[config.mk]
export PLATFORM = sky130hd
export DESIGN_NAME = handshake_fifo_flat
export DESIGN_NICKNAME = d
export VERILOG_FILES = /design/src/rtl/handshake_pkg.sv /design/src/rtl/handshake_fifo_if.sv /design/src/rtl/handshake_fifo_mem.sv /design/src/rtl/handshake_fifo.sv /design/src/flat_wrapper.sv
export SDC_FILE = /design/constraint.sdc
export NUM_CORES = 1
export LEC_CHECK = 0
export CAP_MARGIN = 40
export CORE_MARGIN = 1.5
export CORE_UTILIZATION = 35
export DETAILED_ROUTE_END_ITERATION = 6
export GPL_ROUTABILITY_DRIVEN = 1
export REMOVE_ABC_BUFFERS = 1
export SLEW_MARGIN = 40
export SYNTH_ARGS = -nofsm -noshare
export SYNTH_HDL_FRONTEND = slang
export SYNTH_SLANG_ARGS = --single-unit
[constraint.sdc]
create_clock -name clk -period 2.2 [get_ports clk]
set_input_delay 0.44 -clock clk [delete_from_list [all_inputs] [get_ports clk]]
set_output_delay 0.44 -clock clk [all_outputs]
set_load 0.03 [all_outputs]
[src/rtl/handshake_pkg.sv]
// Shared defaults for the handshake FIFO slice: beat width, depth and almost-full level.
package handshake_pkg;

    localparam int HS_WIDTH    = 32;
    localparam int HS_DEPTH    = 4;
    localparam int HS_AF_LEVEL = 3;

endpackage

[src/rtl/handshake_fifo_if.sv]
// Valid/ready bus between the upstream stage, the FIFO and the downstream slave.
interface handshake_fifo_if
    import handshake_pkg::*;
#(
    parameter int WIDTH = HS_WIDTH,
    parameter int DEPTH = HS_DEPTH
);

    logic                       valid_i;
    logic                       ready_o;
    logic [WIDTH-1:0]           data_i;
    logic                       valid_o;
    logic                       ready_i;
    logic [WIDTH-1:0]           data_o;
    logic [$clog2(DEPTH):0]     count_o;
    logic                       almost_full;

    // Driver side: offers beats upstream and provides slave back-pressure.
    modport master (
        output valid_i, data_i, ready_i,
        input  ready_o, valid_o, data_o, count_o, almost_full
    );

    // FIFO side.
    modport slave (
        input  valid_i, data_i, ready_i,
        output ready_o, valid_o, data_o, count_o, almost_full
    );

endinterface

[src/rtl/handshake_fifo_mem.sv]
// DEPTH x WIDTH register array: one synchronous write port, one asynchronous read port.
module handshake_fifo_mem
    import handshake_pkg::*;
#(
    parameter int WIDTH = HS_WIDTH,
    parameter int DEPTH = HS_DEPTH
) (
    input  logic                     clk,
    input  logic                     we,
    input  logic [$clog2(DEPTH)-1:0] waddr,
    input  logic [WIDTH-1:0]         wdata,
    input  logic [$clog2(DEPTH)-1:0] raddr,
    output logic [WIDTH-1:0]         rdata
);

    logic [WIDTH-1:0] mem_q [DEPTH];

    // Storage is deliberately left out of reset; validity is tracked by the count.
    always_ff @(posedge clk) begin
        if (we) begin
            mem_q[waddr] <= wdata;
        end
    end

    assign rdata = mem_q[raddr];

endmodule

[src/rtl/handshake_fifo.sv]
// Valid/ready FIFO: pointers, occupancy and flags; ready_o never depends on ready_i.
module handshake_fifo
    import handshake_pkg::*;
#(
    parameter int WIDTH    = HS_WIDTH,
    parameter int DEPTH    = HS_DEPTH,
    parameter int AF_LEVEL = HS_AF_LEVEL
) (
    input  logic             clk,
    input  logic             rst,
    handshake_fifo_if.slave  bus
);

    localparam int AW = $clog2(DEPTH);
    localparam int CW = AW + 1;
    localparam logic [CW-1:0] FULL_CNT = CW'(DEPTH);
    localparam logic [CW-1:0] AF_CNT   = CW'(AF_LEVEL);

    logic [AW-1:0]    wr_ptr_q, wr_ptr_d;
    logic [AW-1:0]    rd_ptr_q, rd_ptr_d;
    logic [CW-1:0]    count_q,  count_d;
    logic [WIDTH-1:0] rd_data;
    logic             ready;
    logic             valid;
    logic             push;
    logic             pop;

    // Flags come only from registered occupancy; rst masks ready so no beat lands during reset.
    assign ready = (count_q != FULL_CNT) && !rst;
    assign valid = (count_q != '0);
    assign push  = bus.valid_i && ready;
    assign pop   = valid && bus.ready_i;

    always_comb begin
        wr_ptr_d = wr_ptr_q;
        rd_ptr_d = rd_ptr_q;
        count_d  = count_q;
        if (push) begin
            wr_ptr_d = wr_ptr_q + 1'b1;
        end
        if (pop) begin
            rd_ptr_d = rd_ptr_q + 1'b1;
        end
        case ({push, pop})
            2'b10:   count_d = count_q + 1'b1;
            2'b01:   count_d = count_q - 1'b1;
            default: count_d = count_q;
        endcase
    end

    always_ff @(posedge clk) begin
        if (rst) begin
            wr_ptr_q <= '0;
            rd_ptr_q <= '0;
            count_q  <= '0;
        end else begin
            wr_ptr_q <= wr_ptr_d;
            rd_ptr_q <= rd_ptr_d;
            count_q  <= count_d;
        end
    end

    handshake_fifo_mem #(
        .WIDTH (WIDTH),
        .DEPTH (DEPTH)
    ) u_mem (
        .clk   (clk),
        .we    (push),
        .waddr (wr_ptr_q),
        .wdata (bus.data_i),
        .raddr (rd_ptr_q),
        .rdata (rd_data)
    );

    assign bus.ready_o     = ready;
    assign bus.valid_o     = valid;
    assign bus.data_o      = valid ? rd_data : '0;
    assign bus.count_o     = count_q;
    assign bus.almost_full = (count_q >= AF_CNT);

endmodule

[src/flat_wrapper.sv]
// flat-port wrapper written by rule: the top's interface ports become plain ports
module handshake_fifo_flat import handshake_pkg::*;
#(
    parameter int WIDTH    = HS_WIDTH,
    parameter int DEPTH    = HS_DEPTH,
    parameter int AF_LEVEL = HS_AF_LEVEL
)
  (clk, rst, bus_valid_i, bus_data_i, bus_ready_i, bus_ready_o, bus_valid_o, bus_data_o, bus_count_o, bus_almost_full);
  handshake_fifo_if #(.WIDTH(WIDTH), .DEPTH(DEPTH)) bus_i ();
  input  logic clk;
  input  logic rst;
  input wire logic [$bits(bus_i.valid_i)-1:0] bus_valid_i;
  input wire logic [$bits(bus_i.data_i)-1:0] bus_data_i;
  input wire logic [$bits(bus_i.ready_i)-1:0] bus_ready_i;
  output wire logic [$bits(bus_i.ready_o)-1:0] bus_ready_o;
  output wire logic [$bits(bus_i.valid_o)-1:0] bus_valid_o;
  output wire logic [$bits(bus_i.data_o)-1:0] bus_data_o;
  output wire logic [$bits(bus_i.count_o)-1:0] bus_count_o;
  output wire logic [$bits(bus_i.almost_full)-1:0] bus_almost_full;
  assign bus_i.valid_i = bus_valid_i;
  assign bus_i.data_i = bus_data_i;
  assign bus_i.ready_i = bus_ready_i;
  assign bus_ready_o = bus_i.ready_o;
  assign bus_valid_o = bus_i.valid_o;
  assign bus_data_o = bus_i.data_o;
  assign bus_count_o = bus_i.count_o;
  assign bus_almost_full = bus_i.almost_full;
  handshake_fifo #(.WIDTH(WIDTH), .DEPTH(DEPTH), .AF_LEVEL(AF_LEVEL)) u_core (.clk(clk), .rst(rst), .bus(bus_i));
endmodule
==> flow_summary.yaml <==
clock_tree:
  cts_tree: "done"
  cts_hold_buf: 0
  cts_made_buffers: 17
  cts_sinks: 137
  cts_root_buffer: "clkbuf_16"
  cts.path.max_buffers: 2
  clkLatencyLatePin_ns: 0.41
  h-tree-depth: 4
  clk_pin_slew_ns: 0.05
detailed_routing:
  ant_nets: 0
  routed_wl_microns: 10100
  post_drt_wl_per_cell_microns: 17.9
  first_iter_violations: 141
  drc: 0
  vias: 2720
  dr.pass1.iters: 4
  via_per_inst: 4.81
setup_path:
  r2r_slack_ns: 0.15
  crit_family: "multiplexers"
  reg2reg_depth: 9
  start_kind: "register"
  crit_path_max_incr_delay_ns: 0.51
  timing.rr.end: "u_core.bus.count_o[2]$_SDFFE_PP0P_"
  slowest_stage: "mux4_2"
  reg2reg_from: "u_core.bus.count_o[2]$_SDFFE_PP0P_"
  cp.depth: 4
  crit_chain: "buf_12, mux4_2, nor2b_1, buf_4"
  cp_data_arrival_time_ns: 1.83
  path_max_fanout: 6
  timing.critical_path.buf_inv: 2
  crit_required_ns: 1.76
  endpoint_kind: "primary output"
  worst-setup-path-type: "register to primary output"
placement:
  post-place-cells: 530
  portBuffers: 73
  place_area_sq_um: 6560
  hpwl_microns: 6110
  place_ws_ns: -0.133
  place_congestion: 0.658
synthesis:
  synthTopCellsByCount: "edfxtp_1 (128), mux4_2 (30), nor2b_1 (27), dfxtp_1 (9), inv_1 (8)"
  yosys_register_bits: 137
  synthFlopType: "edfxtp_1"
  syn-instance-count: 256
  ys_top_cells_by_area: "edfxtp_1 (71%), mux4_2 (12%), dfxtp_1 (3.3%)"
  synth_edf_count: 128
  async_flop_share_pct: 0
  yosysTopAreaCellShare_pct: 71.0
  netlist_area_sq_um: 5420
  netlist.top_cell.by_area: "edfxtp_1"
  syn_area_per_cell_sq_um: 21.2
  ys_seq_area_share_pct: 74.3
  ys_types: 28
  synth.most_common_cell: "edfxtp_1"
  yosys_warnings: 0
timing:
  rsz0062_at_grt: "yes"
  clock_skew_ns: 0.00635
  fin_hold_ws_ns: 0.495
  relSlewSlack_pct: 78.7
  min_period_over_period_pct: 103
  fin_tns_setup_ns: -1.51
  timing.fmax_ghz: 0.441
  layout_setup_ws_ns: -0.0695
  drv_slew: 0
  setup_viol: 32
  tightestPinTransition_ns: 0.317
  hold_viol_final: 0
  period_needed_ns: 2.27
die:
  initial_utilization_pct: 35.8
  design.die.area_sq_um: 16200
  io_pins: 74
  rows: 45
  coreArea_sq_um: 15100
  die_w_microns: 127
  die_y_microns: 127
run:
  cap_violations: 0
finish:
  antenna_cells: 0
  nets: 406
  layout-drive-gt1-share_pct: 40.1
  area.growth.synth_to_final_pct: 35.1
  fin_cells: 565
  final_cell_area_sq_um: 7320
grt:
  grt_pass1_vias: 2811
  grt_remaining_overflow: 0
  grt_max_degree: 26
  antenna_found_initial: 0
  grt_pass1_wl_microns: 15500
  grtUsageTotal_pct: 13.4
outcome:
  violations: "negative setup slack"
  run_status: "complete, but fails checks"
power_and_ir_drop:
  ir_worst_vdd_mv: 0.592
  powerDensity_nw_per_um2: 1290
  leakagePower_nw: 2.55
hold_path:
  hold_start: "u_core.rd_ptr_q[1]$_SDFFE_PP0P_"
  hold_path.class: "register to register"
  worstHoldPathCells: 2
==> tightest hold or removal path, cell delays in order, from the launching register on <==
cell     delay (ns)
dfxtp_1        0.30
o21ai_0        0.07
a21oi_1        0.08
==> routing by layer <==
metal  track usage, %  wire length, microns  up-vias
met5                0                     0        -
met3             4.65                   569       14
met2             20.3                  4970       73
li1                 -                     -     1232
met1             17.6                  4440     1401
met4             5.75                   125        0
==> area by class of cell <==
cell class              count  area [sq um]
fillers                  1268          7830
flip-flops and latches    137          4030
multi-input cells         100          1350
repair buffers            100          1090
clock buffers              24           482
well taps                 188           235
clock inverters             8          97.6
inverters                   8          30.0
==> logic make-up (layout without fill, tap and decap cells) <==
group                    Yosys count  count (layout)  synth area share, %
adder cells (fa/ha/maj)            6               6                 1.52
multiplexers                      34              34                 13.8
buffers and inverters             19             140                 2.47
AO/OA/AOI/OAI                      7               7                0.739
XOR/XNOR                           3               3                0.485
AND/OR/NAND/NOR                   50              50                 6.63
flip-flops                       137             137                 74.3
==> registers in the layout, indices dropped and copies added, names as in the netlist, named ones only <==
register,count
u_core.wr_ptr_q,2
u_core.u_mem.mem_q,128
u_core.rd_ptr_q,2
u_core.bus.count_o,3
==> per-stage QoR <==
stage / util [%] / total power, mW
after global routing: 48.3 / 9.84
after detailed placement: 43.3 / 6.38
final: 48.3 / 9.41
after floorplan: - / 5.01
after global placement: 43.3 / 6.36
after CTS: 47.4 / 9.18
==> worst max path at each step <==
stage / from / endpoint / slack (ns)
after floorplan: register / bus_data_o[26] / -0.63
after global routing: register / bus_data_o[5] / -0.14
after global placement: rst / u_core.bus.count_o[2]$_SDFFE_PP0P_ / -0.09
final: register / bus_data_o[18] / -0.07
after detailed placement: bus_ready_i / u_core.bus.count_o[2]$_SDFFE_PP0P_ / -0.13
after CTS: register / bus_data_o[14] / -0.21
==> repair_timing <==
action                                  4_1_cts  5_1_grt
resized for setup                           135      109
endpoints found under the setup margin       34       35
cloned                                        2        1
buffers inserted                              2        0
==> power breakdown <==
| group | switching, mW | total [mW] | internal [mW] |
|---|---|---|---|
| Sequential | 0.113 | 3.17 | 3.05 |
| Combinational | 1.81 | 3.51 | 1.71 |
| Clock | 0.977 | 2.73 | 1.75 |
| Total | 2.90 | 9.41 | 6.51 |
==> placed cells by master, fill, tap and decap left out, types with 2 or more instances in the layout <==
| cell | n |
|---|---|
| bufinv_16 | 2 |
| mux4_2 | 32 |
| nor2_1 | 7 |
| buf_8 | 3 |
| clkbuf_8 | 3 |
| clkbuf_16 | 18 |
| clkinv_2 | 3 |
| nor2b_1 | 11 |
| clkinvlp_4 | 3 |
| nor2b_2 | 5 |
| dfxtp_1 | 7 |
| buf_6 | 21 |
| dlymetal6s2s_1 | 2 |
| and2_2 | 4 |
| or3_1 | 2 |
| ha_1 | 5 |
| clkdlybuf4s50_1 | 36 |
| xor2_1 | 3 |
| clkbuf_1 | 4 |
| buf_12 | 10 |
| o21ai_0 | 2 |
| edfxtp_1 | 128 |
| inv_1 | 8 |
| a21oi_1 | 3 |
| nor2b_4 | 16 |
| buf_4 | 25 |
Power figures use the tool's default switching activity.
